## src/rtl/string_tx_pkg.sv

```systemverilog
// Shared types and constants for the string buffer transmitter.
// The FSM state type is exported so the debug port and the bench agree on encodings.
package string_tx_pkg;

  typedef enum logic [2:0] {
    COLLECT,
    SEND,
    WAIT_HI,
    WAIT_LO,
    DONE
  } state_t;

  // Source of the character presented to the TX core.
  typedef enum logic [1:0] {
    SEL_ZERO,
    SEL_RAM,
    SEL_TERM
  } tx_sel_t;

  localparam int         WAIT_HI_TIMEOUT = 4;
  localparam logic [7:0] DEFAULT_TERM    = 8'h00;

endpackage

```

## src/rtl/char_buffer_ram.sv

```systemverilog
// Character store: one synchronous write port and one registered read port.
// rd_data holds its value until the next rd_en, so it can drive TX directly.
module char_buffer_ram #(
  parameter int DATA_W = 8,
  parameter int DEPTH  = 256
) (
  input  logic                     i_Clk,
  input  logic                     wr_en,
  input  logic [$clog2(DEPTH)-1:0] wr_addr,
  input  logic [DATA_W-1:0]        wr_data,
  input  logic                     rd_en,
  input  logic [$clog2(DEPTH)-1:0] rd_addr,
  output logic [DATA_W-1:0]        rd_data
);

  logic [DATA_W-1:0] mem [DEPTH];

  always_ff @(posedge i_Clk) begin
    if (wr_en) begin
      mem[wr_addr] <= wr_data;
    end
    if (rd_en) begin
      rd_data <= mem[rd_addr];
    end
  end

endmodule

```

## src/rtl/string_buffer_tx.sv

```systemverilog
// Buffers characters from the UART receiver until a terminator arrives, then
// replays them to the UART transmitter forward or reversed, optionally with the terminator.
module string_buffer_tx
  import string_tx_pkg::*;
#(
  parameter int                DATA_W = 8,
  parameter int                DEPTH  = 256,
  parameter logic [DATA_W-1:0] TERM   = DATA_W'(DEFAULT_TERM),
  parameter int                LEN_W  = $clog2(DEPTH + 1)
) (
  input  logic              i_Clk,
  input  logic              i_Rst,
  input  logic [DATA_W-1:0] i_rx_data,
  input  logic              i_rx_end,
  input  logic              i_txd_busy,
  input  logic              i_reverse,
  input  logic              i_append_term,
  output logic [DATA_W-1:0] o_tx_data,
  output logic              o_send_to_computer,
  output logic              o_busy,
  output logic [LEN_W-1:0]  o_len,
  output logic              o_overflow,
  output logic              o_drop,
  output state_t            o_state
);

  localparam int              AW   = $clog2(DEPTH);
  localparam logic [LEN_W-1:0] FULL = LEN_W'(DEPTH);

  // TX handshake: a one-cycle o_send_to_computer pulse hands o_tx_data to the TX
  // core; the core raises i_txd_busy while shifting and the next pulse is only
  // issued once busy has been seen high (or timed out) and then low again.
  state_t            state_q, state_d;
  logic              rx_end_q;
  logic [LEN_W-1:0]  len_q, len_d;
  logic [LEN_W-1:0]  idx_q, idx_d;
  logic              rev_q, rev_d;
  logic              app_q, app_d;
  logic              term_ph_q, term_ph_d;
  logic [2:0]        wait_q, wait_d;
  logic              ovf_q, ovf_d;
  logic              drop_q, drop_d;
  logic              send_q, send_d;
  tx_sel_t           sel_q, sel_d;
  logic              wr_en, rd_en;
  logic [DATA_W-1:0] rd_data;
  logic              accept, is_term, last_idx;

  assign accept   = i_rx_end & ~rx_end_q;
  assign is_term  = (i_rx_data == TERM);
  assign last_idx = rev_q ? (idx_q == '0) : (idx_q == len_q - LEN_W'(1));

  char_buffer_ram #(
    .DATA_W (DATA_W),
    .DEPTH  (DEPTH)
  ) u_ram (
    .i_Clk   (i_Clk),
    .wr_en   (wr_en),
    .wr_addr (len_q[AW-1:0]),
    .wr_data (i_rx_data),
    .rd_en   (rd_en),
    .rd_addr (idx_q[AW-1:0]),
    .rd_data (rd_data)
  );

  always_comb begin
    state_d   = state_q;
    len_d     = len_q;
    idx_d     = idx_q;
    rev_d     = rev_q;
    app_d     = app_q;
    term_ph_d = term_ph_q;
    wait_d    = wait_q;
    ovf_d     = ovf_q;
    drop_d    = 1'b0;
    send_d    = 1'b0;
    sel_d     = sel_q;
    wr_en     = 1'b0;
    rd_en     = 1'b0;

    case (state_q)
      COLLECT: begin
        if (accept) begin
          if (is_term) begin
            rev_d     = i_reverse;
            app_d     = i_append_term;
            term_ph_d = 1'b0;
            if (len_q != '0) begin
              idx_d   = i_reverse ? (len_q - LEN_W'(1)) : '0;
              state_d = SEND;
            end else if (i_append_term) begin
              term_ph_d = 1'b1;
              state_d   = SEND;
            end else begin
              ovf_d = 1'b0;
            end
          end else if (len_q != FULL) begin
            wr_en = 1'b1;
            len_d = len_q + LEN_W'(1);
          end else begin
            ovf_d = 1'b1;
          end
        end
      end
      SEND: begin
        if (!i_txd_busy) begin
          send_d  = 1'b1;
          wait_d  = '0;
          state_d = WAIT_HI;
          if (term_ph_q) begin
            sel_d = SEL_TERM;
          end else begin
            rd_en = 1'b1;
            sel_d = SEL_RAM;
          end
        end
      end
      WAIT_HI: begin
        // A TX core that never reports busy must not stall playback.
        if (i_txd_busy || wait_q == 3'(WAIT_HI_TIMEOUT - 1)) begin
          state_d = WAIT_LO;
        end else begin
          wait_d = wait_q + 3'd1;
        end
      end
      WAIT_LO: begin
        if (!i_txd_busy) begin
          if (!term_ph_q && !last_idx) begin
            idx_d   = rev_q ? (idx_q - LEN_W'(1)) : (idx_q + LEN_W'(1));
            state_d = SEND;
          end else if (app_q && !term_ph_q) begin
            term_ph_d = 1'b1;
            state_d   = SEND;
          end else begin
            state_d = DONE;
          end
        end
      end
      DONE: begin
        len_d   = '0;
        ovf_d   = 1'b0;
        state_d = COLLECT;
      end
      default: state_d = COLLECT;
    endcase

    if (accept && state_q != COLLECT) begin
      drop_d = 1'b1;
    end
  end

  always_ff @(posedge i_Clk) begin
    if (i_Rst) begin
      state_q   <= COLLECT;
      rx_end_q  <= 1'b0;
      len_q     <= '0;
      idx_q     <= '0;
      rev_q     <= 1'b0;
      app_q     <= 1'b0;
      term_ph_q <= 1'b0;
      wait_q    <= '0;
      ovf_q     <= 1'b0;
      drop_q    <= 1'b0;
      send_q    <= 1'b0;
      sel_q     <= SEL_ZERO;
    end else begin
      state_q   <= state_d;
      rx_end_q  <= i_rx_end;
      len_q     <= len_d;
      idx_q     <= idx_d;
      rev_q     <= rev_d;
      app_q     <= app_d;
      term_ph_q <= term_ph_d;
      wait_q    <= wait_d;
      ovf_q     <= ovf_d;
      drop_q    <= drop_d;
      send_q    <= send_d;
      sel_q     <= sel_d;
    end
  end

  always_comb begin
    case (sel_q)
      SEL_RAM:  o_tx_data = rd_data;
      SEL_TERM: o_tx_data = TERM;
      default:  o_tx_data = '0;
    endcase
  end

  assign o_send_to_computer = send_q;
  assign o_busy             = (state_q != COLLECT);
  assign o_len              = len_q;
  assign o_overflow         = ovf_q;
  assign o_drop             = drop_q;
  assign o_state            = state_q;

endmodule

```

## config.mk

```make
export PLATFORM = sky130hd
export DESIGN_NAME = string_buffer_tx
export DESIGN_NICKNAME = d
export VERILOG_FILES = /design/src/rtl/string_tx_pkg.sv /design/src/rtl/char_buffer_ram.sv /design/src/rtl/string_buffer_tx.sv
export SDC_FILE = /design/constraint.sdc
export NUM_CORES = 2
export LEC_CHECK = 0
export CAP_MARGIN = 40
export CORE_MARGIN = 3
export CORE_UTILIZATION = 38
export DETAILED_ROUTE_END_ITERATION = 8
export PLACE_DENSITY_LB_ADDON = 0.08
export SETUP_SLACK_MARGIN = 0.5
export SLEW_MARGIN = 10
export SYNTH_ARGS = -nofsm -noshare
export SYNTH_HDL_FRONTEND = slang
export SYNTH_SLANG_ARGS = --single-unit
```

## constraint.sdc

```tcl
create_clock -name i_Clk -period 2.9 [get_ports i_Clk]
set_input_delay 0.58 -clock i_Clk [delete_from_list [all_inputs] [get_ports i_Clk]]
set_output_delay 0.58 -clock i_Clk [all_outputs]
set_load 0.02 [all_outputs]
```

---- Word level (Yosys, flattened, before mapping) ----
Memories as Yosys holds them, arrays and structs flattened. A register that Yosys moved wholly into a read port is not among the register bits.
Cells that the tools add are included.
word-level totals
  register bits ........................... 33
  bits in latches ......................... 0
  RAM bits ................................ 2048
  ROM bits ................................ 0
  input bits .............................. 14
  logic and storage cells ................. 122
  memories kept ........................... 1
memory list
  memory     words  width  rd ports  clocked after memory_dff  write ports  line                   text
  u_ram.mem  256    8      1         1                         1            char_buffer_ram.sv:16  logic [DATA_W-1:0] mem [DEPTH];
cells by class
  $add $sub $neg .......................... 5
  multipliers ............................. 0
  div/mod/pow operators ................... 0
  magnitude comparators ................... 0
  equality and inequality tests ........... 24
  shift-type cells ........................ 0
  mux-type cells .......................... 53
  bitwise gates (word level) .............. 4
  reductions and logical operators ........ 23
operator list
  cell                 number
  $mux 9               10
  $pmux 9 s2           2
  $mux 3               11
  $mux 1               24
  $ne 2x2->1 const B   12
  $add 9x1->9 const B  2
  $reduce_and 6->1     3
  $sub 9x1->9 const B  2
  $ne 3x3->1 const B   4
  $pmux 3 s4           1
  $eq 3x2->1 const B   3
  $eq 9x9->1           1
  $logic_not 9->1      1
  $ne 9x9->1 const B   1
  $reduce_bool 9->1    1
  $logic_not 8->1      1
  $mux 8               1
  $pmux 3 s2           1
  $reduce_and 3->1     2
  $reduce_bool 2->1    3
  $reduce_and 5->1     1
  $pmux 1 s2           2
  $reduce_and 4->1     1
  $add 3x1->3 const B  1
  13 further kinds     18

---- Logic depth before layout (Yosys ltp) ----
  depth after elaboration ................. 8
  mapped depth ............................ 14

---- Modules after synthesis ----
A second synthesis with hierarchy kept.
second synthesis, totals
  cell total of the unflattened synthesis .. 4018
  area, all modules ....................... 82033.7 um^2
by module, submodules not included
  module            times used  cells an instance  area each (um^2)
  char_buffer_ram   1           3733               79636.4
  string_buffer_tx  1           285                2397.3

---- Least setup slack after synthesis ----
Ideal clock, no wire load.
  path type ............................... reg2reg
  from .................................... register len_q[0] (netlist: o_len[0])
  to ...................................... memory u_ram.mem[161][0] (enable)
  data arrival time ....................... 2769 ps
  data required time ...................... 2530 ps
  setup slack ............................. -239 ps
  cell stages (with the launch flop) ...... 10
  path buffers ............................ 1
  clock period less this slack ............ 3139 ps
  cell sequence ........................... dfxtp_1 -> inv_1 -> ha_1 -> nor3b_1 -> nand4_1 -> nand4_1 -> nor3b_1 -> nand2_1 -> clkbuf_1 -> nor2_1
between the ends
  longest elaborated chain between the ends .. 7
RTL lines
  element                       line                     text
  start: declaration            string_buffer_tx.sv:35   logic [LEN_W-1:0] len_q, len_d;
  start signal: assignment      string_buffer_tx.sv:169  len_q <= len_d;
  $ne 9x9->1                    string_buffer_tx.sv:97   end else if (len_q != FULL) begin
  $mux 1                        string_buffer_tx.sv:97
  $mux 1                        string_buffer_tx.sv:84   if (is_term) begin
  $mux 1                        string_buffer_tx.sv:83   if (accept) begin
  $mux 1                        string_buffer_tx.sv:81   case (state_q)
  $mux 1                        char_buffer_ram.sv:19    if (wr_en) begin
  $mux 1 (not written as such)  char_buffer_ram.sv:20    mem[wr_addr] <= wr_data;
  end: declaration              char_buffer_ram.sv:16
Several ways; a longest one is shown, not always the timed one.

==> impl_metrics.ini <==
[outcome]
status = finished with violations
violations = setup timing

[sta]
fin_worst_skew_ps = 31.5
finalSetupTns_ps = -1640
rsz0062_at_grt = true
setup_viol = 8
fin_crit_ps = 3210
hold_viol_final = 0
setup_ws_ps = -309
slew_violations = 0
max_freq_mhz = 312
worstMarginPinSlew_ps = 1300
relSlewSlack = 0.135
final.period_utilization = 1.11

[synth]
syn_nets = 4005
synth_edf_count = 2056
ys_seq_area_frac = 0.759
avgSynthCellArea_sq_um = 20.7
synth_seq_cells = 2089
synthDistinctLibCells = 81
syn_inst = 3977
ys_warn_count = 0
synth.cell_area_sq_um = 82200
synthArstFlopShare = 0
synthFlopType = edfxtp_1

[global_route]
met1_usage = 0.343
met3_usage = 0.0403
grt_pass1_wl_mm = 362
grt_pass1_vias = 43900
use_met2 = 0.365
antenna_found_initial = 13
grt_max_degree = 191
grt_overflow = 0
busiest_layer = met2
grt_use_total = 0.234

[worst_setup_path]
path_class = reg2reg
crit_top_cell = buf_12
max_stage_delay_ps = 590
worstSetupStartpointType = flop
crit_slowest_cell = mux4_2
critPathRequiredTime_ps = 3500
worstPathCellList = buf_12 -> buf_12 -> buf_4 -> mux4_2 -> a211o_1 -> o22ai_1 -> a2111oi_2 -> buf_12 -> a41oi_2 -> nand3_1
crit_family = compound AO/OA/AOI/OAI gates
arrival_ps = 3810
endpoint_kind = flop
critPathBufInv = 4
crit_fanout = 6

[cells_and_area]
drive_above_1_share = 0.394
postLayoutCoreUtil = 0.475
final_common_cell = edfxtp_1
area_growth_pct = 24.1
fin_nets = 4750
layout_common_cells = edfxtp_1, buf_4, mux4_2

[die]
initial_core_util = 0.383
die_y_um = 471
fp-row-count = 170
coreArea_sq_um = 215000
die-area_sq_um = 222000
die_x_um = 471
ios = 38

[drt]
ant_nets = 0
drt_iter0_drc = 4985
drt_first_pass_iters = 5
wl_per_cell_um = 33.7
avgViaCountPerCell = 5.60
drc_errors = 0
dr_total_vias = 43400
drt-total-wl_mm = 261

[clock_tree]
numCtsBuffers = 217
clk_path_buf_depth = 3
clock_latency_ps = 870
clkSinkCount = 2089
root_buffer = clkbuf_16
cts_max_level = 4
cts_tree = built
cts.clk_slew.worst_paths_ps = 60

[power_and_ir_drop]
p_total_w = 0.0629
ir_worst_vdd_uv = 490
power_density_nw_per_um2 = 617
leakage_nw = 31.6

[place]
dpl.hpwl_mm = 171
place.port_buffers = 37
place_congestion = 0.839
pre_cts_ws_ps = -790

[hold_path]
min_path_type = in2reg

[run]
max_cap_violations = 0
-- routing by layer --
metal  vias to the layer above  routed length [um]
met5                         -                   0
met4                         0                5940
met3                       285               15900
met2                      1513              122000
met1                     23500              117000
li1                      18100                   -
-- cell type report --
type                    instances  area, sq um
fillers                     17900       113000
flip-flops and latches       2089        62400
multi-input cells            1636        20700
repair buffers                762         7930
clock buffers                 252         5600
well taps                    2838         3550
clock inverters               151         1650
inverters                      16         75.1
diodes                          3         7.51
-- where the power goes --
group          total, W  internal [W]  switching, W
registers        0.0332        0.0332    0.00000912
logic           0.00126      0.000301      0.000962
clock network    0.0285        0.0166        0.0119
total            0.0629        0.0501        0.0129
-- metrics by stage --
| stage | instances | hold slack, ps | instance area [sq um] |
|---|---|---|---|
| 2_1_floorplan | 3977 | 437 | 83500 |
| 3_3_place_gp | 7238 | 453 | 91900 |
| 3_5_place_dp | 7251 | 466 | 92200 |
| 4_1_cts | 7676 | 90.5 | 101000 |
| 5_1_grt | 7746 | 137 | 102000 |
| 6_report | 7747 | 154 | 102000 |
-- cells by family after synthesis --
kind of cell	Yosys count	share of synthesized area
fa+ha+maj	14	0.00222
mux	636	0.152
compound gates	380	0.0326
buf+inv	252	0.0198
simple gates	576	0.0307
xor+xnor	30	0.00336
flops	2089	0.759
-- registers in the layout, summed over array words and instances (netlist names), 2 cells and up --
signal	flops
o_state	3
idx_q	9
u_ram.mem	2048
sel_q	2
wait_q	3
o_len	9
u_ram.rd_data	8
-- worst paths after layout --
kind	start	end	depth (start not counted)	slack [ps]
min reg2reg	sel_q[0]	sel_q[0]	2	480
max reg2reg	idx_q[0]	u_ram.rd_data[0]	10	-310
max	idx_q[0]	u_ram.rd_data[0]	10	-310
min	i_rx_data[1]	u_ram.mem[208][1]	2	150
-- repair_timing --
action / 4_1_cts / 5_1_grt
setup buffers: 15 / 63
pin swaps: 26 / 52
resized for setup: 244 / 186
endpoints found under the setup margin: 2054 / 1997
cloned: 6 / 4
hold endpoints to repair: 7 / 0
hold buffers: 1 / 0
-- synth_stat cells (all sizes together) (3+ instances only) --
cell type / count / area, sq um
a2111oi: 5 / 51.3
a211o: 3 / 26.3
a211oi: 35 / 263
a21o: 4 / 30.0
a21oi: 70 / 350
a221oi: 20 / 175
a22o: 14 / 123
a22oi: 92 / 691
a311oi: 6 / 52.6
a31oi: 16 / 100
a32oi: 3 / 26.3
and2: 15 / 93.8
and3: 4 / 25.0
buf: 136 / 1130
clkbuf: 100 / 438
dfxtp: 33 / 661
edfxtp: 2056 / 61700
ha: 13 / 163
inv: 15 / 56.3
mux2: 9 / 101
mux2i: 146 / 1460
mux4: 481 / 10900
nand2: 99 / 374
nand2b: 3 / 18.8
nand3: 25 / 125
nand3b: 3 / 22.5
nand4: 11 / 68.8
nor2: 327 / 1230
nor2b: 20 / 125
nor3: 33 / 175
nor3b: 5 / 37.5
nor4: 9 / 62.6
o211ai: 5 / 37.5
o21ai: 34 / 170
o221ai: 24 / 210
o22a: 3 / 26.3
o22ai: 23 / 144
o311ai: 4 / 35.0
o32ai: 5 / 43.8
or2: 4 / 25.0
or3: 6 / 37.5
or4: 5 / 37.5
xnor2: 18 / 158
xor2: 11 / 96.3
No activity file was read; power rests on OpenSTA's default activity.
